### config.mk
export PLATFORM = sky130hd
export DESIGN_NAME = nixie_scan_reader
export DESIGN_NICKNAME = d
export VERILOG_FILES = /design/src/rtl/nixie_pkg.sv /design/src/rtl/seg7_to_bin.sv /design/src/rtl/nixie_scan_reader.sv
export SDC_FILE = /design/constraint.sdc
export NUM_CORES = 1
export LEC_CHECK = 0
export CAP_MARGIN = 20
export CORE_UTILIZATION = 50
export CTS_CLUSTER_DIAMETER = 120
export DETAILED_ROUTE_END_ITERATION = 8
export HOLD_SLACK_MARGIN = 0.12
export PLACE_DENSITY = 0.82
export SKIP_LAST_GASP = 1
export SLEW_MARGIN = 30
export SYNTH_ARGS = -nofsm -noshare
export SYNTH_HDL_FRONTEND = slang
export SYNTH_SLANG_ARGS = --single-unit
export TNS_END_PERCENT = 10
### constraint.sdc
create_clock -name clk -period 2.3 [get_ports clk]
set_input_delay 0.23 -clock clk [delete_from_list [all_inputs] [get_ports clk]]
set_output_delay 0.23 -clock clk [all_outputs]
set_load 0.02 [all_outputs]
### src/rtl/nixie_pkg.sv
// Shared constants and types for the nixie_scan_reader display readback block.
// Segment encoding: bit0=a .. bit6=g, active high.
package nixie_pkg;

  localparam logic [6:0] SEG_0     = 7'h3F;
  localparam logic [6:0] SEG_1     = 7'h06;
  localparam logic [6:0] SEG_2     = 7'h5B;
  localparam logic [6:0] SEG_3     = 7'h4F;
  localparam logic [6:0] SEG_4     = 7'h66;
  localparam logic [6:0] SEG_5     = 7'h6D;
  localparam logic [6:0] SEG_6     = 7'h7D;
  localparam logic [6:0] SEG_7     = 7'h07;
  localparam logic [6:0] SEG_8     = 7'h7F;
  localparam logic [6:0] SEG_9     = 7'h6F;
  localparam logic [6:0] SEG_A     = 7'h77;
  localparam logic [6:0] SEG_B     = 7'h7C;
  localparam logic [6:0] SEG_C     = 7'h39;
  localparam logic [6:0] SEG_D     = 7'h5E;
  localparam logic [6:0] SEG_E     = 7'h79;
  localparam logic [6:0] SEG_F     = 7'h71;
  localparam logic [6:0] SEG_BLANK = 7'h00;

  typedef enum logic [1:0] {
    ST_IDLE   = 2'd0,
    ST_SETTLE = 2'd1,
    ST_COMMIT = 2'd2,
    ST_HELD   = 2'd3
  } state_t;

endpackage

### src/rtl/seg7_to_bin.sv
// Combinational 7-segment pattern decoder.
// Macro HEX_DECODE_EN: when defined, A..F glyphs are also recognised.
module seg7_to_bin
  import nixie_pkg::*;
(
  input  logic [6:0] i_seg,
  output logic       o_hit,
  output logic       o_blank,
  output logic [3:0] o_val
);

  // Map a segment pattern to its digit value, or flag it as blank/unknown.
  always_comb begin
    o_hit   = 1'b1;
    o_blank = 1'b0;
    o_val   = 4'h0;
    case (i_seg)
      SEG_0: o_val = 4'h0;
      SEG_1: o_val = 4'h1;
      SEG_2: o_val = 4'h2;
      SEG_3: o_val = 4'h3;
      SEG_4: o_val = 4'h4;
      SEG_5: o_val = 4'h5;
      SEG_6: o_val = 4'h6;
      SEG_7: o_val = 4'h7;
      SEG_8: o_val = 4'h8;
      SEG_9: o_val = 4'h9;
`ifdef HEX_DECODE_EN
      SEG_A: o_val = 4'hA;
      SEG_B: o_val = 4'hB;
      SEG_C: o_val = 4'hC;
      SEG_D: o_val = 4'hD;
      SEG_E: o_val = 4'hE;
      SEG_F: o_val = 4'hF;
`endif
      SEG_BLANK: begin
        o_hit   = 1'b0;
        o_blank = 1'b1;
      end
      default: o_hit = 1'b0;
    endcase
  end

endmodule

### src/rtl/nixie_scan_reader.sv
// Samples a scanned 7-segment display bus and recovers each digit as 4-bit binary.
// A {sel,seg} pattern must hold for STABLE_CYC synchronised samples before it is
// committed once into the slot addressed by the one-hot select.
// Macro HEX_DECODE_EN (in seg7_to_bin) extends the decode table to A..F.
module nixie_scan_reader
  import nixie_pkg::*;
#(
  parameter int N_DIGITS   = 4,
  parameter int STABLE_CYC = 4
) (
  input  logic                  clk,
  input  logic                  rst,
  input  logic [6:0]            seg_in,
  input  logic [N_DIGITS-1:0]   sel_in,
  input  logic                  clr_i,
  output logic [4*N_DIGITS-1:0] digits_o,
  output logic [N_DIGITS-1:0]   valid_o,
  output logic                  err_o,
  output logic                  frame_o
);

  localparam int             CW        = $clog2(STABLE_CYC + 1);
  localparam logic [CW-1:0]  LP_STABLE = CW'(STABLE_CYC);
  localparam logic [CW-1:0]  LP_ONE    = CW'(1);

  logic [6:0]            r_seg_s1, r_seg_s2, r_seg_prev;
  logic [N_DIGITS-1:0]   r_sel_s1, r_sel_s2, r_sel_prev;
  logic [CW-1:0]         r_cnt, w_cnt_nxt, w_cnt_inc;
  state_t                r_state, w_state_nxt;
  logic                  w_same, w_sel_ok, w_commit;
  logic                  w_hit, w_blank;
  logic [3:0]            w_val;
  logic [4*N_DIGITS-1:0] r_digits;
  logic [N_DIGITS-1:0]   r_valid, r_mask, w_mask_nxt;
  logic                  r_err, r_frame;

  // Two-flop synchroniser on the pins, then the previous-sample compare register.
  always_ff @(posedge clk or posedge rst) begin
    if (rst) begin
      r_seg_s1   <= 7'h00;
      r_seg_s2   <= 7'h00;
      r_seg_prev <= 7'h00;
      r_sel_s1   <= '0;
      r_sel_s2   <= '0;
      r_sel_prev <= '0;
    end else begin
      r_seg_s1   <= seg_in;
      r_seg_s2   <= r_seg_s1;
      r_seg_prev <= r_seg_s2;
      r_sel_s1   <= sel_in;
      r_sel_s2   <= r_sel_s1;
      r_sel_prev <= r_sel_s2;
    end
  end

  assign w_same    = (r_sel_s2 == r_sel_prev) && (r_seg_s2 == r_seg_prev);
  assign w_sel_ok  = (r_sel_s2 != '0) && ((r_sel_s2 & (r_sel_s2 - N_DIGITS'(1))) == '0);
  assign w_cnt_inc = (r_cnt == LP_STABLE) ? r_cnt : (r_cnt + LP_ONE);

  // FSM state and stability counter registers.
  always_ff @(posedge clk or posedge rst) begin
    if (rst) begin
      r_state <= ST_IDLE;
      r_cnt   <= '0;
    end else begin
      r_state <= w_state_nxt;
      r_cnt   <= w_cnt_nxt;
    end
  end

  // Next-state logic: a change of {sel,seg} starts a new run counted from one sample.
  always_comb begin
    w_state_nxt = r_state;
    w_cnt_nxt   = r_cnt;
    w_commit    = 1'b0;
    case (r_state)
      ST_IDLE, ST_SETTLE, ST_COMMIT, ST_HELD: begin
        if (r_state == ST_COMMIT) begin
          w_commit = 1'b1;
        end else begin
          w_commit = 1'b0;
        end
        if (r_state == ST_IDLE || !w_same) begin
          if (w_sel_ok) begin
            w_cnt_nxt   = LP_ONE;
            w_state_nxt = (LP_ONE == LP_STABLE) ? ST_COMMIT : ST_SETTLE;
          end else begin
            w_cnt_nxt   = '0;
            w_state_nxt = ST_IDLE;
          end
        end else if (r_state == ST_SETTLE) begin
          w_cnt_nxt   = w_cnt_inc;
          w_state_nxt = (w_cnt_inc == LP_STABLE) ? ST_COMMIT : ST_SETTLE;
        end else begin
          w_state_nxt = ST_HELD;
        end
      end
      default: begin
        w_state_nxt = ST_IDLE;
        w_cnt_nxt   = '0;
      end
    endcase
  end

  seg7_to_bin u_dec (
    .i_seg   (r_seg_prev),
    .o_hit   (w_hit),
    .o_blank (w_blank),
    .o_val   (w_val)
  );

  assign w_mask_nxt = r_mask | r_sel_prev;

  // Commit the stable pattern into its slot; clear has priority over a commit.
  always_ff @(posedge clk or posedge rst) begin
    if (rst) begin
      r_digits <= '0;
      r_valid  <= '0;
      r_mask   <= '0;
      r_err    <= 1'b0;
      r_frame  <= 1'b0;
    end else begin
      r_err   <= 1'b0;
      r_frame <= 1'b0;
      if (clr_i) begin
        r_valid <= '0;
        r_mask  <= '0;
      end else if (w_commit) begin
        for (int k = 0; k < N_DIGITS; k++) begin
          if (r_sel_prev[k]) begin
            r_valid[k] <= w_hit;
            if (w_hit) begin
              r_digits[4*k +: 4] <= w_val;
            end
          end
        end
        r_err <= !w_hit && !w_blank;
        if (w_mask_nxt == '1) begin
          r_frame <= 1'b1;
          r_mask  <= '0;
        end else begin
          r_mask  <= w_mask_nxt;
        end
      end
    end
  end

  assign digits_o = r_digits;
  assign valid_o  = r_valid;
  assign err_o    = r_err;
  assign frame_o  = r_frame;

endmodule

### Word-level counts from Yosys, hierarchy flattened

Cells that the tools add are included.

| storage, ports and cells | value |
|---|---|
| bits of input ports | 14 |
| latch bits | 0 |
| bits in writable memories | 0 |
| memories kept | 0 |
| register bits after elaboration | 64 |
| memory bits (read-only) | 0 |

| cells by class | value |
|---|---|
| bitwise logic cells | 3 |
| div/mod/pow operators | 0 |
| add/subtract/negate cells | 2 |
| multiplexer cells | 29 |
| equality and inequality tests | 19 |
| multipliers | 0 |
| shift operators | 0 |
| reduce and logical (&&, ||, !) cells | 26 |
| magnitude comparators | 0 |

Operators by type and width:

| kind | number |
|---|---|
| $eq A7 B7 Y1 const B | 7 |
| $pmux W4 S9 | 1 |
| $mux W4 | 5 |
| $reduce_and A4 Y1 | 4 |
| $mux W1 | 15 |
| $eq A7 B3 Y1 const B | 2 |
| $mux W3 | 4 |
| $reduce_bool A2 Y1 | 5 |
| $reduce_or A10 Y1 | 1 |
| $mux W2 | 4 |
| $reduce_and A2 Y1 | 4 |
| $eq A7 B6 Y1 const B | 1 |
| $eq A7 B7 Y1 | 1 |
| $logic_not A7 Y1 | 1 |
| $eq A3 B3 Y1 const B | 2 |
| $and A4 B4 Y4 | 1 |
| $eq A2 B2 Y1 const B | 2 |
| $eq A4 B4 Y1 | 1 |
| $eq A4 B4 Y1 const B | 1 |
| $logic_not A4 Y1 | 1 |
| $or A4 B4 Y4 | 1 |
| $reduce_bool A4 Y1 | 1 |
| $reduce_or A4 Y1 | 1 |
| $sub A4 B1 Y4 const B | 1 |
| other kinds (8) | 12 |

### Longest topological paths before layout

| logic depth | value |
|---|---|
| word-level depth | 7 |
| gate-level depth with buffers | 7 |
| depth with buffers taken out | 7 |

### Modules after synthesis

Synthesis repeated with hierarchy kept, for this count alone.

| unflattened totals | value |
|---|---|
| cells, all modules | 201 |
| area, all modules | 2,558.7 sq um |

By module, submodules not included:

| module | cells an instance | instances | area an instance (sq um) |
|---|---|---|---|
| nixie_scan_reader | 165 | 1 | 2,331.0 |
| seg7_to_bin | 36 | 1 | 227.7 |

### Worst setup path before layout

No wires, ideal clock.

| timing path | value |
|---|---|
| kind | reg-to-reg |
| from | register r_seg_prev[0] |
| to | register r_digits[4] (netlist: digits_o[4]) |
| setup slack | 683 ps |
| data arrival time | 1,530 ps |
| path buffers | 2 |
| data required time | 2,212 ps |
| period minus slack after synthesis | 1,617 ps |
| stages on the path, launching flop included | 8 |
| cell sequence | dfrtp_1 > buf_6 > and3_1 > a311oi_2 > nor3b_1 > nand3b_1 > buf_4 > o221ai_2 |

| between the ends | value |
|---|---|
| longest elaborated chain between the ends | 4 |
| elaborated cells between the ends (all ways) | 14 |

Ends and longest elaborated chain:

| item | line | source |
|---|---|---|
| start: declaration | nixie_scan_reader.sv:26 | `logic [6:0] r_seg_s1, r_seg_s2, r_seg_prev;` |
| start signal: assignment | nixie_scan_reader.sv:49 | `r_seg_prev <= r_seg_s2;` |
| $eq A7 B6 Y1 (tied with other cells) | seg7_to_bin.sv:17 | `case (i_seg)` |
| $reduce_or A10 Y1 (no line) | - |  |
| $mux W1 | seg7_to_bin.sv:17 |  |
| $reduce_and A4 Y1 (no line) | - |  |
| end signal: indexed assignment | nixie_scan_reader.sv:133 | `r_digits[4*k +: 4] <= w_val;` |
| end: declaration | nixie_scan_reader.sv:33 | `logic [4*N_DIGITS-1:0] r_digits;` |

Several ways; a longest one is shown, not always the timed one.
A chain may end at the register's enable or synchronous reset.

### Worst setup path after layout

| timing path | value |
|---|---|
| from | register r_seg_prev[0] |
| to | register r_digits[12] (netlist: digits_o[12]) |

The elaborated chain is that of the path after synthesis.

==> key figures <==
Clocking
  – Clock slew at reported path FFs: 80 ps
  – Post-CTS Hold Buffers: 0
  – Htree depth: 3
  – Clock Sink Count: 64
  – CTS root buffer: clkbuf_8
  – Clock buffer count from CTS: 9
  – CTS tree: yes
  – Cts repair resizes: 0
  – Setup bufs post-CTS: 0
  – CTS Buffer Depth: 2
  – Clk_lat worst skew: 350 ps

Routing
  – Post-Route M1 WL: 2.215 mm
  – DR vias: 1,827
  – Post-route DRC: 0
  – Met3 routed WL: between 200 and 250 um
  – DRT antenna net count: 0
  – 1st-iter DRT viols: 120
  – WL per Instance: 14.45 um
  – Via-to-Cell Ratio: 5.374
  – DR pass1 iterations: 4
  – DRT Wirelength: around 4.9 mm
  – Highest routed layer: met4
  – DR WL met2: between 2 and 2.5 mm

Setup path
  – Worst Setup Start Kind: register
  – CP endpoint kind: register
  – Critical-path top delay cell: dfrtp_1
  – Critical Path Max Stage Delay: 520 ps
  – CP Max Fanout: 13
  – Crit path kind: register to register
  – Worst EP arrival: 2260 ps
  – WP buf/inv: 0
  – Worst path top cell family by delay: simple AND/OR/NAND/NOR gates
  – Critical Path, Cell by Cell: and3_1 > a311oi_2 > nor3b_1 > nand3b_1 > o221ai_1
  – CP Data Required Time: 2550 ps

Synthesis
  – Flops & latches, synth: 64
  – Synth top area cells: dfrtp_1, xor2_1, mux2i_1, inv_1, nor2_1
  – Most common cell in the netlist: dfrtp_1
  – Distinct cells, synth: 51
  – Mapped Avg Cell Area: ~12 um^2
  – Main flop type after synthesis: dfrtp_1
  – Sequential share of the synthesized area: 58.55%
  – Post-synth top area share: 58.55%
  – Warnings, synthesis: 0
  – Synth Instances: 226
  – Number of synthesized flops with an enable pin: 0
  – Post-synth ARST share: 100.0%
  – Mapped Area: 2735 um^2
  – Area leader, netlist: dfrtp_1
  – Syn_nets: 242
  – Top cells by count, synth: dfrtp_1, inv_1, nor2_1

Timing
  – Tightest hold margin: approximately 240 ps
  – FMAX: 496.7 MHz
  – Min cycle time layout: between 2000 and 2500 ps
  – Worst Skew: 7.543 ps
  – Slew Limit Fails: 0
  – Setup violators final: 0
  – Unrepaired setup endpoints after global routing: no
  – Final setup TNS: 0 ps
  – Slew Limit Headroom: 64.52%
  – Ratio of final minimum period to clock period: 87.53%
  – Final-report hold violation count: 0
  – Worst Tran Pin Value: 530.5 ps

Cells and area
  – Inserted Diodes: 0
  – Layout cells sized above 1: a little under an eighth
  – Util after Layout: between 60% and 70%
  – Filler cells: 416
  – Nets: 281
  – Area delta synth->final: 21.18%
  – Final cell count without fillers: 340

Outcome
  – Outcome: finished, final reports clean

Hold path
  – Hold crit path type: input pin to async pin

Placed design
  – Dpl cells: 324
  – I/O Buffers: 35
  – Routability congestion estimate: 0.8299
  – DP HPWL: around 3.4 mm

Floorplanning
  – Core Region: between 5000 and 6000 um^2
  – Row Count: 26
  – Die width: 75.96 um
  – Die Area: roughly 5800 um^2
  – Initial Util: 52.88%
  – Die Height: 75.96 um
  – Num ports: 36

Global routing
  – Total Routing Usage GR: about a fifth
  – Global route overflow: 0
  – Antenna violations before repair: 0
  – Via count of the first global-routing pass: 1,834
  – Largest net degree at the start of global routing: 42
  – First-pass GRT wire length: approximately 8.7 mm

Pwr
  – Leak: 1.508 nW
  – Seq pwr share: between 50% and 60%
  – Maximum vdd drop: roughly 0.00050 V
  – Pwr/cell area: 717.6 nW/um^2
  – Clk pwr share: 44.5%
  – Sw Ratio: 23.33%
  – NetSw: between 0.5 and 0.6 mW
  – Gate power share: under 10%
  – Int Power: 1.824 mW
  – Total power draw: 2.378 mW

Run
  – Max_cap viols: 0
## power groups by stage
stage	Sequential [mW]	Combinational [mW]	Clock, mW
global route	1.21	0.136	1.14
floorplan	1.20	0.106	0
global placement	1.22	0.119	0
detailed placement	1.22	0.122	0
CTS	1.20	0.123	1.08
finish	1.20	0.121	1.06
## cell families (layout without fill, tap and decap cells)
kind of cell	Yosys count	in the layout	share of synthesized area [%]
DFF	64	64	58.55
and+or+nand+nor	60	60	12.95
AOI/OAI and AO/OA	50	50	13.63
buffers and inverters	28	72	6.496
xor gates and xnor gates	13	13	4.163
muxes	9	9	3.294
adders and majority gates	2	2	0.9148
## state kept, by name, indices dropped and copies added (netlist names)
signal	flops
digits_o	16
r_seg_prev	7
r_seg_s1	7
r_seg_s2	7
r_mask	4
r_sel_prev	4
r_sel_s1	4
r_sel_s2	4
valid_o	4
r_cnt	3
r_state	2
err_o	1
frame_o	1
## placed cells by master (no fill, tap or decap), types with 8 or more instances in the layout
cell / netlist / final
nand2_1: 12 / 12
clkbuf_8: 0 / 9
clkdlybuf4s50_1: 0 / 35
nor2_1: 19 / 19
xor2_1: 12 / 12
o21ai_1: 8 / 8
mux2i_1: 9 / 9
dfrtp_1: 64 / 64
inv_1: 19 / 18
a21oi_1: 12 / 12
## cell type report
class,count,area (um^2),area share [%]
sequential,64,1602,48.32
inverter,19,71.32,2.152
timing repair buffer,37,377.9,11.40
clock buffer,9,123.9,3.737
multi-input combinational,134,955.9,28.84
tap,70,87.58,2.643
clock inverter,7,96.34,2.907
## per-layer routing
metal	vias to the layer above	track usage (%)
met4	0	12.50
met3	14	4.217
met1	884	26.23
met5	-	0
li1	865	-
met2	64	29.00
## stage by stage
| stage | cell area (um^2) | worst slack [ps] |
|---|---|---|
| floorplan | 2735 | 471.9 |
| global placement | 3094 | 323.0 |
| detailed placement | 3094 | 298.1 |
| CTS | 3314 | 277.5 |
| global route | 3314 | 90.10 |
| finish | 3314 | 286.8 |
## worst paths after layout
kind                       cells after the start  slack [ps]                       end                     from
max in group asynchronous                      3        1470         frame_o$_DFF_PP0_                      rst
setup / recovery                               5         290  digits_o[12]$_DFFE_PP0P_  r_seg_prev[0]$_DFF_PP0_
hold reg to reg                                0         350     r_seg_s2[3]$_DFF_PP0_    r_seg_s1[3]$_DFF_PP0_
min in group clk                               1         320     r_sel_s1[3]$_DFF_PP0_                sel_in[3]
hold / removal                                 2         240     r_seg_s1[2]$_DFF_PP0_                      rst
setup reg to reg                               5         290  digits_o[12]$_DFFE_PP0P_  r_seg_prev[0]$_DFF_PP0_
No activity file was read; power rests on OpenSTA's default activity.
